--- config.mk ---
export PLATFORM = sky130hd
export DESIGN_NAME = fetch_sequencer
export DESIGN_NICKNAME = d
export VERILOG_FILES = /design/src/rtl/fetch_sequencer.sv
export SDC_FILE = /design/constraint.sdc
export NUM_CORES = 1
export LEC_CHECK = 0
export ABC_AREA = 1
export CAP_MARGIN = 20
export CORE_MARGIN = 1.5
export CORE_UTILIZATION = 32
export DETAILED_ROUTE_END_ITERATION = 16
export PLACE_DENSITY = 0.83
export SETUP_SLACK_MARGIN = 0.1
export SYNTH_ARGS = -nofsm -noshare
export SYNTH_HDL_FRONTEND = slang
export SYNTH_SLANG_ARGS = --single-unit
--- constraint.sdc ---
create_clock -name i_clk -period 1.9 [get_ports i_clk]
set_input_delay 0.19 -clock i_clk [delete_from_list [all_inputs] [get_ports i_clk]]
set_output_delay 0.19 -clock i_clk [all_outputs]
set_load 0.01 [all_outputs]
--- src/rtl/fetch_sequencer.sv ---
// Fetch-stage controller: sequences instruction-memory program load, run-time fetch, stall and redirect flush.
// Latency: strobes are combinational from state and inputs; o_load_done is registered one cycle after the final word.
module fetch_sequencer #(
    parameter int MAX_WORDS    = 256,
    parameter int FLUSH_CYCLES = 1
) (
    input  logic                         i_clk,
    input  logic                         i_reset,
    input  logic                         i_load_start,
    input  logic                         i_run,
    input  logic                         i_halt,
    input  logic                         i_ld_valid,
    input  logic                         i_ld_last,
    input  logic [31:0]                  i_ld_data,
    output logic                         o_ld_ready,
    input  logic                         i_stall,
    input  logic                         i_branch,
    input  logic                         i_zero,
    input  logic                         i_jump,
    output logic                         o_pc_en,
    output logic                         o_ifid_en,
    output logic                         o_ifid_flush,
    output logic                         o_imem_read,
    output logic                         o_imem_write,
    output logic [31:0]                  o_imem_waddr,
    output logic [31:0]                  o_imem_wdata,
    output logic                         o_load_done,
    output logic [$clog2(MAX_WORDS):0]   o_word_count,
    output logic [2:0]                   o_state
);
    localparam int CW = $clog2(MAX_WORDS) + 1;
    localparam logic [CW-1:0] MAX_CNT      = CW'(MAX_WORDS);
    localparam logic [1:0]    FLUSH_RELOAD = 2'(FLUSH_CYCLES - 1);

    typedef enum logic [2:0] {
        S_IDLE     = 3'd0,
        S_LOAD     = 3'd1,
        S_RUN      = 3'd2,
        S_REDIRECT = 3'd3,
        S_HALT     = 3'd4
    } state_t;

    state_t        state, state_nxt;
    logic [CW-1:0] count, count_nxt;
    logic [1:0]    flush_cnt, flush_cnt_nxt;
    logic          load_done_q, load_done_nxt;
    logic          redirect, accept, at_limit;

    assign redirect     = (i_branch & i_zero) | i_jump;
    assign o_ld_ready   = (state == S_LOAD) && (count < MAX_CNT);
    assign accept       = i_ld_valid & o_ld_ready;
    assign at_limit     = (count == MAX_CNT - CW'(1));
    assign o_imem_write = accept;
    assign o_imem_waddr = 32'({count, 2'b00});
    assign o_imem_wdata = i_ld_data;
    assign o_load_done  = load_done_q;
    assign o_word_count = count;
    assign o_state      = state;

    always_ff @(posedge i_clk or negedge i_reset) begin
        if (!i_reset) begin
            state       <= S_IDLE;
            count       <= '0;
            flush_cnt   <= '0;
            load_done_q <= 1'b0;
        end else begin
            state       <= state_nxt;
            count       <= count_nxt;
            flush_cnt   <= flush_cnt_nxt;
            load_done_q <= load_done_nxt;
        end
    end

    always_comb begin
        state_nxt     = state;
        count_nxt     = count;
        flush_cnt_nxt = flush_cnt;
        load_done_nxt = 1'b0;
        o_pc_en       = 1'b0;
        o_ifid_en     = 1'b0;
        o_ifid_flush  = 1'b0;
        o_imem_read   = 1'b0;
        case (state)
            S_IDLE, S_HALT: begin
                if (i_load_start) begin
                    state_nxt = S_LOAD;
                    count_nxt = '0;
                end else if (i_run) begin
                    state_nxt = S_RUN;
                end
            end
            S_LOAD: begin
                if (accept) begin
                    count_nxt = count + CW'(1);
                    if (i_ld_last || at_limit) begin
                        state_nxt     = S_IDLE;
                        load_done_nxt = 1'b1;
                    end
                end
            end
            S_RUN: begin
                o_imem_read = 1'b1;
                if (i_halt) begin
                    state_nxt = S_HALT;
                end else if (redirect) begin
                    // PC loads the branch/jump target while the wrong-path fetch is squashed
                    o_pc_en      = 1'b1;
                    o_ifid_flush = 1'b1;
                    if (FLUSH_CYCLES > 1) begin
                        state_nxt     = S_REDIRECT;
                        flush_cnt_nxt = FLUSH_RELOAD;
                    end
                end else if (!i_stall) begin
                    o_pc_en   = 1'b1;
                    o_ifid_en = 1'b1;
                end
            end
            S_REDIRECT: begin
                o_imem_read = 1'b1;
                if (i_halt) begin
                    // halting abandons the remaining flush; nothing further enters IF/ID
                    state_nxt     = S_HALT;
                    flush_cnt_nxt = '0;
                end else begin
                    o_ifid_flush = 1'b1;
                    o_pc_en      = ~i_stall;
                    if (redirect) begin
                        flush_cnt_nxt = FLUSH_RELOAD;
                    end else if (flush_cnt <= 2'd1) begin
                        state_nxt     = S_RUN;
                        flush_cnt_nxt = '0;
                    end else begin
                        flush_cnt_nxt = flush_cnt - 2'd1;
                    end
                end
            end
            default: begin
                state_nxt = S_IDLE;
            end
        endcase
    end
endmodule

# Word-level counts from Yosys, hierarchy flattened
# Index checks and enable logic that the tools add are counted.
# Widths: inputs -> output; s select.
# op_classes
n_bitwise	4
n_mux	31
addsub	2
n_reduce_logical	8
order_cmp	2
eq_ne	12
# op_table
cell	count
$mux 3	8
$mux 9	2
$pmux 9 s2	1
$mux 1	14
$pmux 3 s4	1
$add 9x1->9 const B	1
$eq 9x8->1 const B	1
$lt 9x9->1 const B	1
$ne 3x3->1 const B	3
$eq 3x2->1 const B	2
$mux 2	3
$ne 2x2->1 const B	3
$reduce_and 6->1	1
$pmux 1 s2	2
$reduce_or 2->1	2
$eq 3x1->1 const B	1
$eq 3x3->1 const B	1
$logic_not 3->1	1
$reduce_and 3->1	1
$and 1x1->1	2
$le 2x1->1 const B	1
$ne 2x1->1 const B	1
$reduce_bool 2->1	1
$sub 2x1->2 const B	1
4 further kinds	4
# word_totals
regBits	15
in_bits	43
word_cells	63
out_inout_bits	83

# Logic depth before layout (Yosys ltp)
# Gate-level depths: netlist of the first run.
# depth
ltp_word	5
depth_mapped	11
depth_no_buf	11

# Worst setup path before layout of the first run
# No wires, ideal clock.
# synth_path
path_type	register -> register
startpoint	reg count[0], in the netlist o_word_count[0]
endpoint	reg state[0], in the netlist o_state[0]
setup_time_ps	119
path_stages_with_launch	12
path_slack_ps	104
arrival_time_ps	1676
path_cell_list	dfrtp_1 -> ha_1 -> nand2_1 -> nor2_1 -> inv_1 -> nor3_1 -> ha_1 -> nor2_1 -> o31ai_2 -> nand2_1 -> nand2_1 -> nand2_1
# synth_via
elab_chain_cells	5
word_cells_on_any_way	8
cone_classes	order compare: 1; eq/ne: 3; bitwise: 1; reduce/logical: 3
# synth_rtl
element	line_no	text
start, declared	44	logic [CW-1:0] count, count_nxt;
start signal, assigned	68	count <= count_nxt;
$lt 9x9->1	50	assign o_ld_ready = (state == S_LOAD) && (count < MAX_CNT);
$logic_and 1x1->1	50	
$and 1x1->1	51	assign accept = i_ld_valid & o_ld_ready;
$ne 2x2->1 (no line)	-	
$reduce_and 6->1 (no line) (*)	-	
end signal, assigned	67	state <= state_nxt;
end, declared	43	state_t state, state_nxt;
# Every way passes the cells marked *; elsewhere a longest branch is shown, timed or not.
# A chain may end at the register's enable or synchronous reset.

# Final worst setup path of the first run
# layout_path
startpoint	reg count[0], in the netlist o_word_count[0]
endpoint	reg state[2], in the netlist o_state[2]
# Same word-level chain as after synthesis.

==> metrics, run 1 <==
FILL cells=430; Post-CTS Hold Fix Bufs=0; n_diodes=0; fraction of registers with async set/reset=100%; Synth-to-Final Area Change=15.5%; Tcrit/Tclk final=96.1%; largest net degree at the start of global routing=16; Worst-Margin Slew=around 0.69 ns; setup slack, reg-to-reg=0.07 ns; area leader, netlist=buf_4; skew final=0.00127 ns; Post-synth EDFFs=0; Crit. End Element=flip-flop; Peak VDD IR=0.000312 V; Crit path largest cell delay=~0.36 ns; CTS tree=done; vias per inst=4.56; grt ovf=0; CTS Buf Count=3; Gate Count Post-Synth=191; status=complete, no violations; CTS H-tree lvls=1; post-synthesis register bit count=15; Die Span Y=69.5 µm; synth cell count leaders=64 x buf_4, 37 x nand2_1, 17 x inv_1; routability cong.=0.832; pwr dens=roughly 890 mW/mm²; Hold Path Class=in2async; final WL=~3000 µm; post-layout instance count excluding filler cells=254; initial antenna violation count=0; IO Port Bufs=38; critical path peak fanout=3; fin crit period=between 1.5 and 2 ns; Ports=126; 1st-iter DRT viols=46; CORE AREA=0.00429 mm²; Critical Path, Cell by Cell=ha_2 -> nand2_2 -> nor2_4 -> inv_2 -> nor3_4 -> ha_2 -> nor2_4 -> o31ai_4 -> buf_4 -> nand3_1 -> nand2_1; HPWL Detailed=roughly 2200 µm; Tot GR Track Use=between 10% and 20%; Fmax=0.548 GHz; setup tns final=0 ns; Finished Cell Area=0.00164 mm²; Slowest-stage cell, CP=dfrtp_1; R2R cell count=11; WS Path Type=reg2reg; vias in the first global route=1,044; Final Max Slew Viols=0; relative slew slack=around 54%; max-cap violations=0; first-pass GRT wire length=approximately 4500 µm; Pre-antenna DRT Iters=5; placed insts=247; R2R Path End=o_state[2]$_DFFE_PN0P_; critical path's top delay family=simple AND/OR/NAND/NOR gates; Avg Synthesized Cell Area=between 7 and 8 µm²; crit path buf inv count=2; synth top area cells=buf_4 34%, dfrtp_1 27%, nand2_1 9.8%, inv_1 4.5%, nand3_1 3.5%; proportion of layout cells with a drive suffix above 1=17.3%; Max clock buf depth=2; RR Startpoint=o_word_count[0]$_DFFE_PN0P_; ANT nets after route=0; Die X-Extent=a little under 70 µm; Clk Latency, worst-skew pair=around 0.24 ns; # nets final=248; Startpoint Class=flip-flop; Warnings, synthesis=0; worst hold margin=0.362 ns; sequential-to-total area share from yosys stat=about a quarter; CTS sink cnt=15; Cell Area, Synth=0.00142 mm²; Main synth FF type=dfrtp_1; area share of the largest cell type after synthesis=33.9%; Pleak=0.814 nW; Worst-path clk slew=0.06 ns; Via Count=around 1,200; count of cell types in the netlist=28; unrepaired setup endpoints after global routing=true; clock root buffer=clkbuf_8; CP required=2.08 ns; WL/cell=12.0 µm; most common cell in the netlist=buf_4; setup violators final=0; starting density of the core=33.0%; Arr. time, crit path=2.01 ns; die area=0.00483 mm²; DRC viols=0; row count=24; area post-placement=0.00152 mm²; Hold Violations, Final=0
==> state kept, by name, summed over array words and instances, names as in the netlist <==
signal        cells
o_word_count      9
o_state           3
o_load_done       1
flush_cnt         2
==> report_power, final <==
part	internal, mW	switching, mW
Sequential	0.379	0.0596
Clock	0.145	0.109
Combinational	0.339	0.431
==> repair_timing <==
| action | in CTS | in global routing |
|---|---|---|
| gates resized for setup | 9 | 9 |
| setup buffers | 1 | 2 |
| pin swaps | 1 | 9 |
| setup endpoints to repair | 7 | 3 |
==> cell type report <==
| class | instances | area (µm²) | area share [%] |
|---|---|---|---|
| Inverter | 18 | 67.6 | 4.13 |
| Timing Repair Buffer | 49 | 457 | 27.9 |
| Tap cell | 52 | 65.1 | 3.98 |
| Sequential cell | 15 | 377 | 23.0 |
| Clock buffer | 3 | 41.3 | 2.52 |
| Multi-Input combinational cell | 116 | 623 | 38.1 |
| Clock inverter | 1 | 5.00 | 0.306 |
==> stage by stage <==
stage / worst slack [ns] / util [%] / total power [mW]
after floorplan: 0.104 / - / 0.944
after global placement: 0.0865 / 35.5 / 1.15
after detailed placement: 0.0645 / 35.5 / 1.16
after CTS: 0.118 / 36.9 / 1.42
after global routing: -0.0194 / 38.1 / 1.56
final: 0.0738 / 38.1 / 1.46
==> layer usage <==
metal / share of wire, % / GRT usage, % / wire (µm)
met5: 0 / 0 / 0
met4: 3.8 / 8.06 / 116
met3: 7.3 / 1.60 / 222
met2: 53 / 21.0 / 1600
met1: 36 / 11.8 / 1100
==> cells by family (layout without fill, tap and decap cells) <==
kind of cell,after synthesis,in the layout,synth area share (%)
DFF,15,15,26.5
AOI/OAI and AO/OA,16,16,7.33
xor gates and xnor gates,1,1,0.618
adders and majority gates,2,2,1.77
other,1,23,0.265
buffers and inverters,82,71,38.7
and+or+nand+nor,74,74,24.8
==> placed cells by master (no fill, tap or decap), drive strengths merged <==
master,n
a21boi,1
a21oi,3
and3,1
buf,11
clkbuf,3
clkdlybuf4s50,33
clkinv,1
conb,23
dfrtp,15
dlygate4sd2,5
ha,2
inv,18
nand2,39
nand3,12
nand3b,1
nand4,1
nor2,17
nor3,3
o21ai,7
o22ai,1
o31ai,3
o32ai,1
xor2,1
==> worst max path at each step <==
stage | startpoint | end | slack [ns] | cells past startpoint
after global placement | i_branch | o_ifid_flush | 0.09 | 6
after CTS | o_word_count[0]$_DFFE_PN0P_ | o_state[0]$_DFFE_PN0P_ | 0.12 | 11
final | o_word_count[0]$_DFFE_PN0P_ | o_state[2]$_DFFE_PN0P_ | 0.07 | 11
after global routing | o_word_count[1]$_DFFE_PN0P_ | o_state[0]$_DFFE_PN0P_ | -0.02 | 11
after floorplan | o_word_count[0]$_DFFE_PN0P_ | o_state[0]$_DFFE_PN0P_ | 0.10 | 11
after detailed placement | i_halt | o_pc_en | 0.06 | 5
Power figures use the tool's default switching activity.
==> inputs of run 2 (changes only) <==
--- a/config.mk
+++ b/config.mk
@@ -7,7 +7,7 @@
 export LEC_CHECK = 0
 export ABC_AREA = 1
 export CAP_MARGIN = 20
-export CORE_MARGIN = 1.5
+export CORE_MARGIN = 2
 export CORE_UTILIZATION = 32
 export DETAILED_ROUTE_END_ITERATION = 16
 export PLACE_DENSITY = 0.83
==> metrics, run 2 (synthesis results as in run 1) <==
Post-CTS Hold Fix Bufs=0 (unchanged); clock root buffer=clkbuf_8 (unchanged); Hold Violations, Final=0 (unchanged); proportion of layout cells with a drive suffix above 1=19.0% (was 17.3%); Routed met1 length=1210 µm (was 1100 µm); worst hold margin=0.258 ns (was 0.362 ns); skew final=0.00111 ns (was 0.00127 ns); fin crit period=1.83 ns (about the same); starting density of the core=33.0% (unchanged); Final Max Slew Viols=0 (unchanged); Crit. End Element=flip-flop (unchanged); max-cap violations=0 (unchanged); vias in the first global route=1,014 (was 1,044); WL/cell=11.8 µm (was 12.0 µm); vias per inst=4.48 (was 4.56); most common cell after layout, fill and taps aside=nand2_1 (unchanged); Via Count=1,152 (was 1,159); Ports=126 (unchanged); final WL=3030 µm (was 3040 µm); Die X-Extent=70.5 µm (was 69.5 µm); Pre-antenna DRT Iters=4 (was 5); setup violators final=0 (unchanged); initial antenna violation count=0 (unchanged); Worst-path clk slew=0.06 ns (about the same); placed insts=248 (was 247); CORE AREA=0.00429 mm² (unchanged); FILL cells=423 (was 430); CTS tree=done (unchanged); status=complete, no violations (unchanged); Fmax=0.548 GHz (about the same); unrepaired setup endpoints after global routing=true (unchanged); most frequent cells in the layout=36 x nand2_1, 33 x clkdlybuf4s50_1, 23 x conb_1, 16 x inv_1, 14 x buf_4 (was 36 x nand2_1, 33 x clkdlybuf4s50_1, 23 x conb_1, 16 x inv_1, 14 x dfrtp_1); Die Span Y=70.5 µm (was 69.5 µm); area post-placement=0.00153 mm² (was 0.00152 mm²); grt ovf=0 (unchanged); Arr. time, crit path=1.96 ns (was 2.01 ns); CTS Buf Count=3 (unchanged); largest net degree at the start of global routing=16 (unchanged); RR Startpoint=o_word_count[1]$_DFFE_PN0P_ (was o_word_count[0]$_DFFE_PN0P_); pwr dens=892 mW/mm² (was 894 mW/mm²); CTS sink cnt=15 (unchanged); share of the core filled with cells=38.5% (was 38.1%); WS Path Type=reg2reg (unchanged); Finished Cell Area=0.00165 mm² (was 0.00164 mm²); Clk Latency, worst-skew pair=0.25 ns (was 0.24 ns); routability cong.=0.783 (was 0.832); met3 WL=231 µm (was 222 µm); area of the multi-input gates=617 µm² (was 623 µm²); Max clock buf depth=2 (unchanged); 1st-iter DRT viols=45 (was 46); Pwr Total=1.47 mW (was 1.46 mW); # nets final=251 (was 248); critical path peak fanout=3 (unchanged); metal2 WL=1530 µm (was 1600 µm); first-pass GRT wire length=4540 µm (was 4460 µm); R2R cell count=11 (unchanged); n_diodes=0 (unchanged); Synth-to-Final Area Change=16.7% (was 15.5%); Startpoint Class=flip-flop (unchanged); DR top layer=met4 (unchanged); setup tns final=0 ns (unchanged); HPWL Detailed=2120 µm (was 2180 µm); die area=0.00497 mm² (was 0.00483 mm²); number of flip-flops in the largest register=9 (unchanged); Pleak=0.813 nW (was 0.814 nW); post-layout instance count excluding filler cells=257 (was 254); dpl ws=0.0501 ns (was 0.0645 ns); Hold Path Class=in2async (unchanged); Tcrit/Tclk final=96.1% (about the same); ANT nets after route=0 (unchanged); Peak VDD IR=0.000335 V (was 0.000312 V); row count=24 (unchanged); DRC viols=0 (unchanged); IO Port Bufs=38 (unchanged); CP required=2.03 ns (was 2.08 ns); Tot GR Track Use=11.2% (was 11.4%); CTS H-tree lvls=1 (unchanged); sequential cell area=378 µm² (was 377 µm²); setup ws final=0.0743 ns (was 0.0738 ns); Worst Setup SP=o_word_count[1]$_DFFE_PN0P_ (was o_word_count[0]$_DFFE_PN0P_)
==> run 2: routing by layer <==
layer	vias to the layer above	GRT usage, %
met4	0	5.66
li1	545	-
met3	11	2.28
met2	64	20.0
met1	532	12.6
met5	-	0
==> run 2: where the power goes <==
| part | internal, mW | total [mW] | switching [mW] | leakage [nW] |
|---|---|---|---|---|
| clock network | 0.145 | 0.259 | 0.113 | 0.0255 |
| logic | 0.338 | 0.775 | 0.436 | 0.586 |
| registers | 0.381 | 0.442 | 0.0604 | 0.202 |
| total | 0.865 | 1.47 | 0.610 | 0.813 |
==> run 2: what timing repair did <==
action | in CTS | in global routing
pin swaps | 3 | 8
endpoints found under the setup margin | 6 | 3
resized for setup | 9 | 9
setup buffers | 3 | 2
==> run 2: layout make-up <==
| cell class | count | area share [%] |
|---|---|---|
| multi-input cells | 116 | 37.3 |
| repair buffers | 52 | 29.0 |
| flip-flops and latches | 15 | 22.9 |
| inverters | 18 | 4.09 |
| well taps | 52 | 3.94 |
| clock buffers | 3 | 2.50 |
| clock inverters | 1 | 0.303 |
==> run 2: path summary, 6_finish.rpt <==
path / to / slack [ns]
max in group asynchronous: o_state[0]$_DFFE_PN0P_ / 1.45
max: o_state[0]$_DFFE_PN0P_ / 0.07
max reg2reg: o_state[0]$_DFFE_PN0P_ / 0.07
min: o_word_count[1]$_DFFE_PN0P_ / 0.26
min reg2reg: flush_cnt[0]$_DFFE_PN0N_ / 0.49
min in group i_clk: o_imem_wdata[10] / 0.38
==> run 2: critical path, stage by stage, from the launching register on <==
cell and delay (ns):
dfrtp_1 0.36, ha_2 0.19, nand2_2 0.07, nor2_4 0.11
inv_2 0.05, nor3_2 0.20, ha_2 0.23, nor2_4 0.05
o31ai_4 0.22, nand2_1 0.11, nand2_1 0.07, nand2_1 0.05
==> inputs of run 3 (changes only) <==
--- a/config.mk
+++ b/config.mk
@@ -6,6 +6,7 @@
 export NUM_CORES = 1
 export LEC_CHECK = 0
 export ABC_AREA = 1
+export ABC_CLOCK_PERIOD_IN_PS = 1900
 export CAP_MARGIN = 20
 export CORE_MARGIN = 2
 export CORE_UTILIZATION = 32
==> results of run 3 <==
The final DEF is identical to that of run 2; final timing and power are the same.
